**src/rtl/augment_pkg.sv**
```systemverilog
`default_nettype none
// +----------------------------------------------------------------------+
// | augment_pkg                                                          |
// | Shared constants and reader state type for the augmentation chain.   |
// | Revision: 1.0                                                        |
// +----------------------------------------------------------------------+
package augment_pkg;

    localparam int PIXEL_W     = 8;
    localparam int BRAM_ADDR_W = 11;
    localparam int IMG_W       = 28;
    localparam int IMG_H       = 28;

    typedef enum logic [1:0] {
        IDLE  = 2'd0,
        FETCH = 2'd1,
        DRAIN = 2'd2,
        DONE  = 2'd3
    } rd_state_t;

endpackage
`default_nettype wire

```
**src/rtl/pixel_prefetch_fifo.sv**
```systemverilog
`default_nettype none
// +----------------------------------------------------------------------+
// | pixel_prefetch_fifo                                                  |
// | Small synchronous ring-buffer FIFO with combinational head output.   |
// | Revision: 1.0                                                        |
// +----------------------------------------------------------------------+
module pixel_prefetch_fifo #(
    parameter int DEPTH = 4,
    parameter int WIDTH = 8,
    localparam int CNT_W = $clog2(DEPTH + 1)
) (
    input  logic             clk,
    input  logic             reset,
    input  logic             push_i,
    input  logic [WIDTH-1:0] data_i,
    input  logic             pop_i,
    output logic [WIDTH-1:0] head_o,
    output logic             full_o,
    output logic             empty_o,
    output logic [CNT_W-1:0] count_o
);

    localparam int PTR_W = (DEPTH > 1) ? $clog2(DEPTH) : 1;

    logic [WIDTH-1:0] mem_q [DEPTH];
    logic [PTR_W-1:0] wr_ptr_q;
    logic [PTR_W-1:0] rd_ptr_q;
    logic [CNT_W-1:0] count_q;
    logic             do_push;
    logic             do_pop;

    // Depth need not be a power of two, so pointers wrap explicitly.
    function automatic logic [PTR_W-1:0] ptr_inc(input logic [PTR_W-1:0] p);
        return (p == PTR_W'(DEPTH - 1)) ? '0 : p + PTR_W'(1);
    endfunction

    assign empty_o = (count_q == '0);
    assign full_o  = (count_q == CNT_W'(DEPTH));
    assign count_o = count_q;
    assign head_o  = mem_q[rd_ptr_q];
    assign do_pop  = pop_i & ~empty_o;
    assign do_push = push_i & (~full_o | do_pop);

    always_ff @(posedge clk) begin
        if (!reset) begin
            for (int i = 0; i < DEPTH; i++) begin
                mem_q[i] <= '0;
            end
            wr_ptr_q <= '0;
            rd_ptr_q <= '0;
            count_q  <= '0;
        end else begin
            if (do_push) begin
                mem_q[wr_ptr_q] <= data_i;
                wr_ptr_q        <= ptr_inc(wr_ptr_q);
            end
            if (do_pop) begin
                rd_ptr_q <= ptr_inc(rd_ptr_q);
            end
            if (do_push && !do_pop) begin
                count_q <= count_q + CNT_W'(1);
            end else if (!do_push && do_pop) begin
                count_q <= count_q - CNT_W'(1);
            end
        end
    end

endmodule
`default_nettype wire

```
**src/rtl/read_augmented.sv**
```systemverilog
`default_nettype none
// +----------------------------------------------------------------------+
// | read_augmented                                                       |
// | Streams one stored image out of the augmentation BRAM with a         |
// | credit-limited prefetch FIFO hiding the BRAM read latency.           |
// | Revision: 1.0                                                        |
// +----------------------------------------------------------------------+
module read_augmented #(
    parameter int IMG_W        = augment_pkg::IMG_W,
    parameter int IMG_H        = augment_pkg::IMG_H,
    parameter int ADDR_W       = augment_pkg::BRAM_ADDR_W,
    parameter int DATA_W       = augment_pkg::PIXEL_W,
    parameter int BRAM_LATENCY = 2,
    parameter int BASE_ADDR    = 0
) (
    input  logic              clk,
    input  logic              reset,
    input  logic              start,
    output logic [ADDR_W-1:0] bram_addr,
    input  logic [DATA_W-1:0] bram_data,
    output logic [DATA_W-1:0] pixel_o,
    output logic              pixel_valid,
    input  logic              pixel_ready,
    output logic              pixel_last,
    output logic              image_done,
    output logic              busy
);

    import augment_pkg::*;

    localparam int NPIX  = IMG_W * IMG_H;
    localparam int DEPTH = BRAM_LATENCY + 2;
    localparam int CNT_W = $clog2(NPIX + 1);
    localparam int OCC_W = $clog2(DEPTH + 1);
    localparam int SUM_W = OCC_W + 1;

    if (NPIX > (2 ** ADDR_W)) begin : g_chk_size
        $fatal(1, "read_augmented: IMG_W*IMG_H exceeds the BRAM address space");
    end
    if ((BRAM_LATENCY < 1) || (BRAM_LATENCY > 3)) begin : g_chk_lat
        $fatal(1, "read_augmented: BRAM_LATENCY must be 1..3");
    end

    rd_state_t               state_q, state_d;
    logic [ADDR_W-1:0]       addr_q, addr_d;
    logic                    addr_vld_q, addr_vld_d;
    logic [BRAM_LATENCY-1:0] tag_q, tag_d;
    logic [CNT_W-1:0]        rd_idx_q, rd_idx_d;
    logic [CNT_W-1:0]        out_idx_q, out_idx_d;

    logic                    fifo_empty;
    logic                    unused_fifo_full;
    logic [OCC_W-1:0]        fifo_count;
    logic [DATA_W-1:0]       fifo_head;
    logic                    hs;
    logic [SUM_W-1:0]        occ;
    logic                    credit_ok;

    pixel_prefetch_fifo #(
        .DEPTH (DEPTH),
        .WIDTH (DATA_W)
    ) u_fifo (
        .clk     (clk),
        .reset   (reset),
        .push_i  (tag_q[BRAM_LATENCY-1]),
        .data_i  (bram_data),
        .pop_i   (hs),
        .head_o  (fifo_head),
        .full_o  (unused_fifo_full),
        .empty_o (fifo_empty),
        .count_o (fifo_count)
    );

    assign pixel_valid = ~fifo_empty;
    assign pixel_o     = fifo_head;
    assign hs          = pixel_valid & pixel_ready;
    assign pixel_last  = pixel_valid & (out_idx_q == CNT_W'(NPIX - 1));
    assign image_done  = (state_q == DONE);
    assign busy        = (state_q != IDLE);
    assign bram_addr   = addr_q;

    // Slots committed = reads on the wire + FIFO contents; a pop this cycle
    // frees its slot immediately so the stream sustains one pixel per cycle.
    always_comb begin
        occ = SUM_W'(addr_vld_q);
        for (int i = 0; i < BRAM_LATENCY; i++) begin
            occ = occ + SUM_W'(tag_q[i]);
        end
        occ       = occ + SUM_W'(fifo_count) - SUM_W'(hs);
        credit_ok = (occ < SUM_W'(DEPTH));
    end

    always_comb begin
        state_d    = state_q;
        addr_d     = addr_q;
        addr_vld_d = 1'b0;
        rd_idx_d   = rd_idx_q;
        out_idx_d  = out_idx_q;
        tag_d      = tag_q << 1;
        tag_d[0]   = addr_vld_q;

        case (state_q)
            IDLE: begin
                if (start) begin
                    state_d    = (NPIX == 1) ? DRAIN : FETCH;
                    addr_d     = ADDR_W'(BASE_ADDR);
                    addr_vld_d = 1'b1;
                    rd_idx_d   = CNT_W'(1);
                    out_idx_d  = '0;
                end
            end
            FETCH: begin
                if (credit_ok) begin
                    addr_d     = addr_q + ADDR_W'(1);
                    addr_vld_d = 1'b1;
                    rd_idx_d   = rd_idx_q + CNT_W'(1);
                    if (rd_idx_q == CNT_W'(NPIX - 1)) begin
                        state_d = DRAIN;
                    end
                end
            end
            DRAIN: begin
                state_d = DRAIN;
            end
            DONE: begin
                state_d = IDLE;
            end
            default: begin
                state_d = IDLE;
            end
        endcase

        // The final handshake empties the pipeline: nothing else is in flight.
        if (hs) begin
            out_idx_d = out_idx_q + CNT_W'(1);
            if (out_idx_q == CNT_W'(NPIX - 1)) begin
                state_d = DONE;
            end
        end
    end

    always_ff @(posedge clk) begin
        if (!reset) begin
            state_q    <= IDLE;
            addr_q     <= '0;
            addr_vld_q <= 1'b0;
            tag_q      <= '0;
            rd_idx_q   <= '0;
            out_idx_q  <= '0;
        end else begin
            state_q    <= state_d;
            addr_q     <= addr_d;
            addr_vld_q <= addr_vld_d;
            tag_q      <= tag_d;
            rd_idx_q   <= rd_idx_d;
            out_idx_q  <= out_idx_d;
        end
    end

endmodule
`default_nettype wire

```
**config.mk**
```make
export PLATFORM = sky130hd
export DESIGN_NAME = read_augmented
export DESIGN_NICKNAME = d
export VERILOG_FILES = /design/src/rtl/augment_pkg.sv /design/src/rtl/pixel_prefetch_fifo.sv /design/src/rtl/read_augmented.sv
export SDC_FILE = /design/constraint.sdc
export NUM_CORES = 1
export LEC_CHECK = 0
export BUFFER_PORTS_ARGS = -buffer_cell sky130_fd_sc_hd__buf_2
export CAP_MARGIN = 20
export CORE_UTILIZATION = 45
export DETAILED_ROUTE_END_ITERATION = 7
export PLACE_DENSITY_LB_ADDON = 0.15
export SYNTH_ARGS = -nofsm -noshare
export SYNTH_HDL_FRONTEND = slang
export SYNTH_SLANG_ARGS = --single-unit
```
**constraint.sdc**
```tcl
create_clock -name clk -period 8.45 [get_ports clk]
set_input_delay 0.4225 -clock clk [delete_from_list [all_inputs] [get_ports clk]]
set_output_delay 0.4225 -clock clk [all_outputs]
set_load 0.05 [all_outputs]
```
[Yosys cells after proc, flatten, opt, wreduce, memory -nomap -nowiden]
Memory sizes are Yosys's and may differ from the RTL's. A register that Yosys moved wholly into a read port is not among the register bits.
Cells that the tools add are included.
W data, S select, Z words.
Word-level totals
  word-level logic and storage cells: 84
  register bits: 43
  memory bits (writable): 32
  memories: 1
  output and inout port bits: 23
Memory list
  u_fifo.mem_q: words 4, bits a word 8, read ports 1, clocked after memory_dff 1, write ports 4, line pixel_prefetch_fifo.sv:25  | logic [WIDTH-1:0] mem_q [DEPTH];
Cells by class
  $lt $le $gt $ge: 1
  add/subtract/negate cells: 11
  muxes and demuxes: 31
  eq/ne operators: 10
  bitwise gates (word level): 7
  reduce and logical (&&, ||, !) cells: 14
Operator list (count)
  $mux W10: 5
  $mux W11: 2
  $pmux W11 S2: 1
  $add A10 B1 Y10 const B: 2
  $eq A10 B10 Y1 const B: 2
  $mux W2: 10
  $pmux W10 S2: 1
  $add A11 B1 Y11 const B: 1
  $reduce_bool A2 Y1: 5
  $eq A2 B2 Y1 const B: 4
  $mux W8: 1
  $pmux W2 S4: 1
  $reduce_or A8 Y1: 1
  $mux W1: 7
  $mux W3: 2
  $add A2 B1 Y2 const B: 2
  $add A3 B3 Y4: 1
  $and A1 B1 Y1: 4
  $lt A4 B3 Y1 const B: 1
  $ne A2 B2 Y1 const B: 2
  $sub A4 B1 Y4: 1
  $add A2 B1 Y3: 1
  $add A3 B1 Y3 const B: 1
  $eq A3 B3 Y1 const B: 1
  other kinds (12): 15

[Longest topological paths before layout]
  word-level depth: 11
  depth in mapped cells: 13

[By module]
From an unflattened synthesis, not the netlist that was laid out.
Unflattened totals
  cell total of the unflattened synthesis: 381
  area, all modules: 3962.6 µm²
By module, submodules not included
  read_augmented: area each 2093.3 µm², cells an instance 251, instances 1, seq. area each 720.7 µm²
  pixel_prefetch_fifo: area each 1869.3 µm², cells an instance 130, instances 1, seq. area each 1141.1 µm²

[Worst setup path before layout]
Ideal clock, no wire load.
  kind: flip-flop to output port
  start point: register out_idx_q[4]
  end point: output port pixel_last
  setup slack: 5400 ps
  stages on the path, launching flop included: 4
  arrival: 2628 ps
  path through: dfxtp_1 -> buf_6 -> or4_4 -> nor4b_1
On the way
  longest elaborated chain between the ends: 2
RTL lines
  start, declared: line read_augmented.sv:49  | logic [CNT_W-1:0] out_idx_q, out_idx_d;
  start signal, assigned: line read_augmented.sv:156  | out_idx_q <= out_idx_d;
  $eq A10 B10 Y1: line read_augmented.sv:77  | assign pixel_last = pixel_valid & (out_idx_q == CNT_W'(NPIX - 1));
  $and A1 B1 Y1: line read_augmented.sv:77
  end, declared: line read_augmented.sv:24  | output logic pixel_last,
No other way between the ends.

[Worst setup path in the final report]
  start point: register u_fifo.count_q[0], in the netlist u_fifo.count_o[0]
  end point: register addr_q[4], in the netlist bram_addr[4]
On the way
  longest elaborated chain between the ends: 7
  elaborated cells between the ends (all ways): 8
  classes of those cells: add/sub (2); order compare (1); eq/ne (1); bitwise (2); reduce/logical (2)
RTL lines
  start, declared: line pixel_prefetch_fifo.sv:28  | logic [CNT_W-1:0] count_q;
  start signal, assigned: line pixel_prefetch_fifo.sv:61  | count_q <= count_q + CNT_W'(1);
  start signal, assigned: line pixel_prefetch_fifo.sv:63  | count_q <= count_q - CNT_W'(1);
  parallel branches: the longest is 3 deep, another holds $add A3 B3 Y4
  $sub A4 B1 Y4 (*): line read_augmented.sv:89  | occ = occ + SUM_W'(fifo_count) - SUM_W'(hs);
  $lt A4 B3 Y1 (*): line read_augmented.sv:90  | credit_ok = (occ < SUM_W'(DEPTH));
  $ne A2 B2 Y1 (no source line) (*)
  $reduce_and A3 Y1 (no source line) (*)
  end signal, assigned: line read_augmented.sv:152  | addr_q <= addr_d;
  end, declared: line read_augmented.sv:45  | logic [ADDR_W-1:0] addr_q, addr_d;
Mark *: on every way between the ends.
A chain may end at the register's enable or synchronous reset.

==> results.cfg <==
[outcome]
outcome = complete, no violations

[sta]
fin_skew_ns = 0.00778
slew_viol_final = 0
worst-slew-pin-transition_ns = 1.06
hold_violations = 0
fin_setup_tns_ns = 0
setup_viol = 0
grt_setup_unrepaired = no
period_share_pct = 45.8
period_needed_ns = 3.87
timing.fmax_mhz = 258
slew_headroom_pct = 28.9

[detailed_routing]
routed_via_density = 5.41
dr_wl_met3_microns = 232
drtPass1Iterations = 5
drt_iter0_markers = 111
wl_met2_mm = 3.69
routedWlPerCell_microns = 14.3
drcViolationCount = 0
wirelength_mm = 7.26
met1Wirelength_mm = 3.27
highest_layer = met4
drtAntennaViolNets = 0
vias = 2748

[grt]
grt_max_degree = 35
grt_pass1_vias = 2645
overflow = 0
antenna_found_initial = 0
grt_pass1_wl_mm = 12.3
grtUsageTotal_pct = 18.0

[final_layout]
fillers = 736
drive_gt1_share_pct = 18.6
multi_input_area_sq_mm = 0.00187
final_net_count = 422
area.growth.synth_to_final_pct = 11.5
fin_cells = 508
fin_util_pct = 52.2
seqCellArea_sq_mm = 0.00186
diodes = 0

[clock_network]
clockBufferDepth = 2
path_clk_slew_ns = 0.09
cts_sinks = 77
cts_buffers = 9
cts-root-buf = clkbuf_8
clk_latency_ns = 0.35
htree_num_levels = 3
cts_setup_buffers = 0
cts_tree = yes
cts_resized = 0
holdBufCountCts = 0

[pwr]
p_per_area_mw_per_mm2 = 233
seqPwrFrac_pct = 44.4
ir_worst_vdd_uv = 112
finalPower_mw = 1.01
leakage_nw = 1.62
combPwrFrac_pct = 24.1
swShare_pct = 33.4
p_switching_mw = 0.337
p_int_mw = 0.672
clkPwrFrac_pct = 31.5

[synthesis]
ys_ff_latch = 77
ys_seq_area_share_pct = 48.0
synth_top_cell_area_share_pct = 24.8
synth_commonest_cells = dfxtp_1, and2_1, nand2_1
synth_warnings = 0
syn_avg_cell_area_sq_um = 10.6
synthCells = 366
yosys.cell_count.top_type = dfxtp_1
ys_top_cells_by_area = edfxtp_1, dfxtp_1, and2_1
synth-async-reset-ratio_pct = 0
yosysTopAreaCell = edfxtp_1
yosysUniqueCellTypes = 52
syn-num-nets = 390
synth_area_sq_mm = 0.00388
ys.flop_type = dfxtp_1
synth_edf_count = 32

[place]
gp_congestion = 0.839
hpwl_mm = 4.85
io_buffer_count = 34
dp.cells = 492

[floorplanning]
num_rows = 33
dieArea_sq_mm = 0.00900
initial_utilization_pct = 46.8
die_w_microns = 94.9
pin_count = 35
coreArea_sq_mm = 0.00830
die_h_microns = 94.9

[run]
drv_cap = 0

[setup_path]
cp.required_ns = 8.73
start_kind = flip-flop
critPathArrivalTime_ns = 4.15
path_max_fanout = 25
endpoint_kind = flip-flop
path_class = reg -> reg

[worst_hold_path]
hold_class = in -> reg
[area by class of cell]
cell class / instances / share of cell area (%)
multi-input combinational: 262 / 43.1
sequential: 77 / 43.0
timing repair buffer: 38 / 4.62
tap: 105 / 3.03
clock buffer: 9 / 2.86
clock inverter: 7 / 2.46
inverter: 10 / 0.925
[registers in the layout, summed over array words and instances (netlist names), named ones only]
register and cells:
u_fifo.wr_ptr_q 2, state_q 2, addr_vld_q 1, out_idx_q 10, u_fifo.mem_q 32, bram_addr 11, u_fifo.count_o 3, u_fifo.rd_ptr_q 2
rd_idx_q 10, tag_q 2
[per-stage QoR]
step	cell area (sq um)	hold slack, ns	setup WS [ns]
after floorplan	3880	0.430	5.40
after detailed placement	4100	0.450	4.56
after CTS	4330	0.364	4.56
after global routing	4330	0.364	4.21
after global placement	4100	0.450	4.72
final	4330	0.382	4.58
[worst paths after layout]
kind / startpoint / end / slack [ns] / cells after the start
setup / recovery: u_fifo.count_o[0] / bram_addr[4] / 4.58 / 10
hold / removal: bram_data[6] / u_fifo.mem_q[0][6] / 0.38 / 2
setup reg to reg: u_fifo.count_o[0] / bram_addr[4] / 4.58 / 10
hold reg to reg: addr_vld_q / tag_q[0] / 0.47 / 1
[critical path, stage by stage (launching register included)]
cell,delay [ns]
dfxtp_1,0.48
o31a_1,0.49
inv_4,0.17
nand2_1,0.10
nand2_1,0.06
fa_1,0.38
ha_1,0.29
a31oi_1,0.26
nand3_1,0.80
a21boi_0,0.53
mux2i_1,0.23
[layer usage]
layer,up-vias,global-route usage (%)
li1,1391,-
met1,1301,21.5
met2,50,31.0
met3,6,5.15
met4,0,5.81
met5,-,0
[placed cells by master (no fill, tap or decap), types with 4 or more instances in the layout]
cell type / count
a21oi_1: 23
a31oi_1: 4
and2_1: 37
and4_1: 6
buf_2: 34
buf_4: 4
clkbuf_8: 9
dfxtp_1: 45
edfxtp_1: 32
ha_1: 10
inv_1: 9
mux2i_1: 19
mux4_2: 8
nand2_1: 34
nand2b_1: 21
nand3_1: 13
nand4_1: 8
nor2_1: 15
o21ai_0: 9
or3_1: 5
[cell families (layout without fill, tap and decap cells)]
| family | Yosys count | count (layout) | synth area share (%) |
|---|---|---|---|
| flip-flops | 77 | 77 | 48.0 |
| AO/OA/AOI/OAI | 57 | 57 | 9.38 |
| AND/OR/NAND/NOR | 162 | 162 | 23.9 |
| XOR/XNOR | 3 | 3 | 0.677 |
| buffers and inverters | 27 | 64 | 3.96 |
| adder cells (fa/ha/maj) | 12 | 12 | 4.25 |
| multiplexers | 28 | 28 | 9.83 |
[power by group through the flow]
stage                     Sequential (mW)  Clock [mW]  Combinational, mW
after CTS                           0.449       0.328              0.245
after global placement              0.457           0              0.240
after global routing                0.455       0.345              0.269
after floorplan                     0.442           0              0.210
final                               0.448       0.318              0.243
after detailed placement            0.458           0              0.244
No activity file was read; power rests on OpenSTA's default activity.
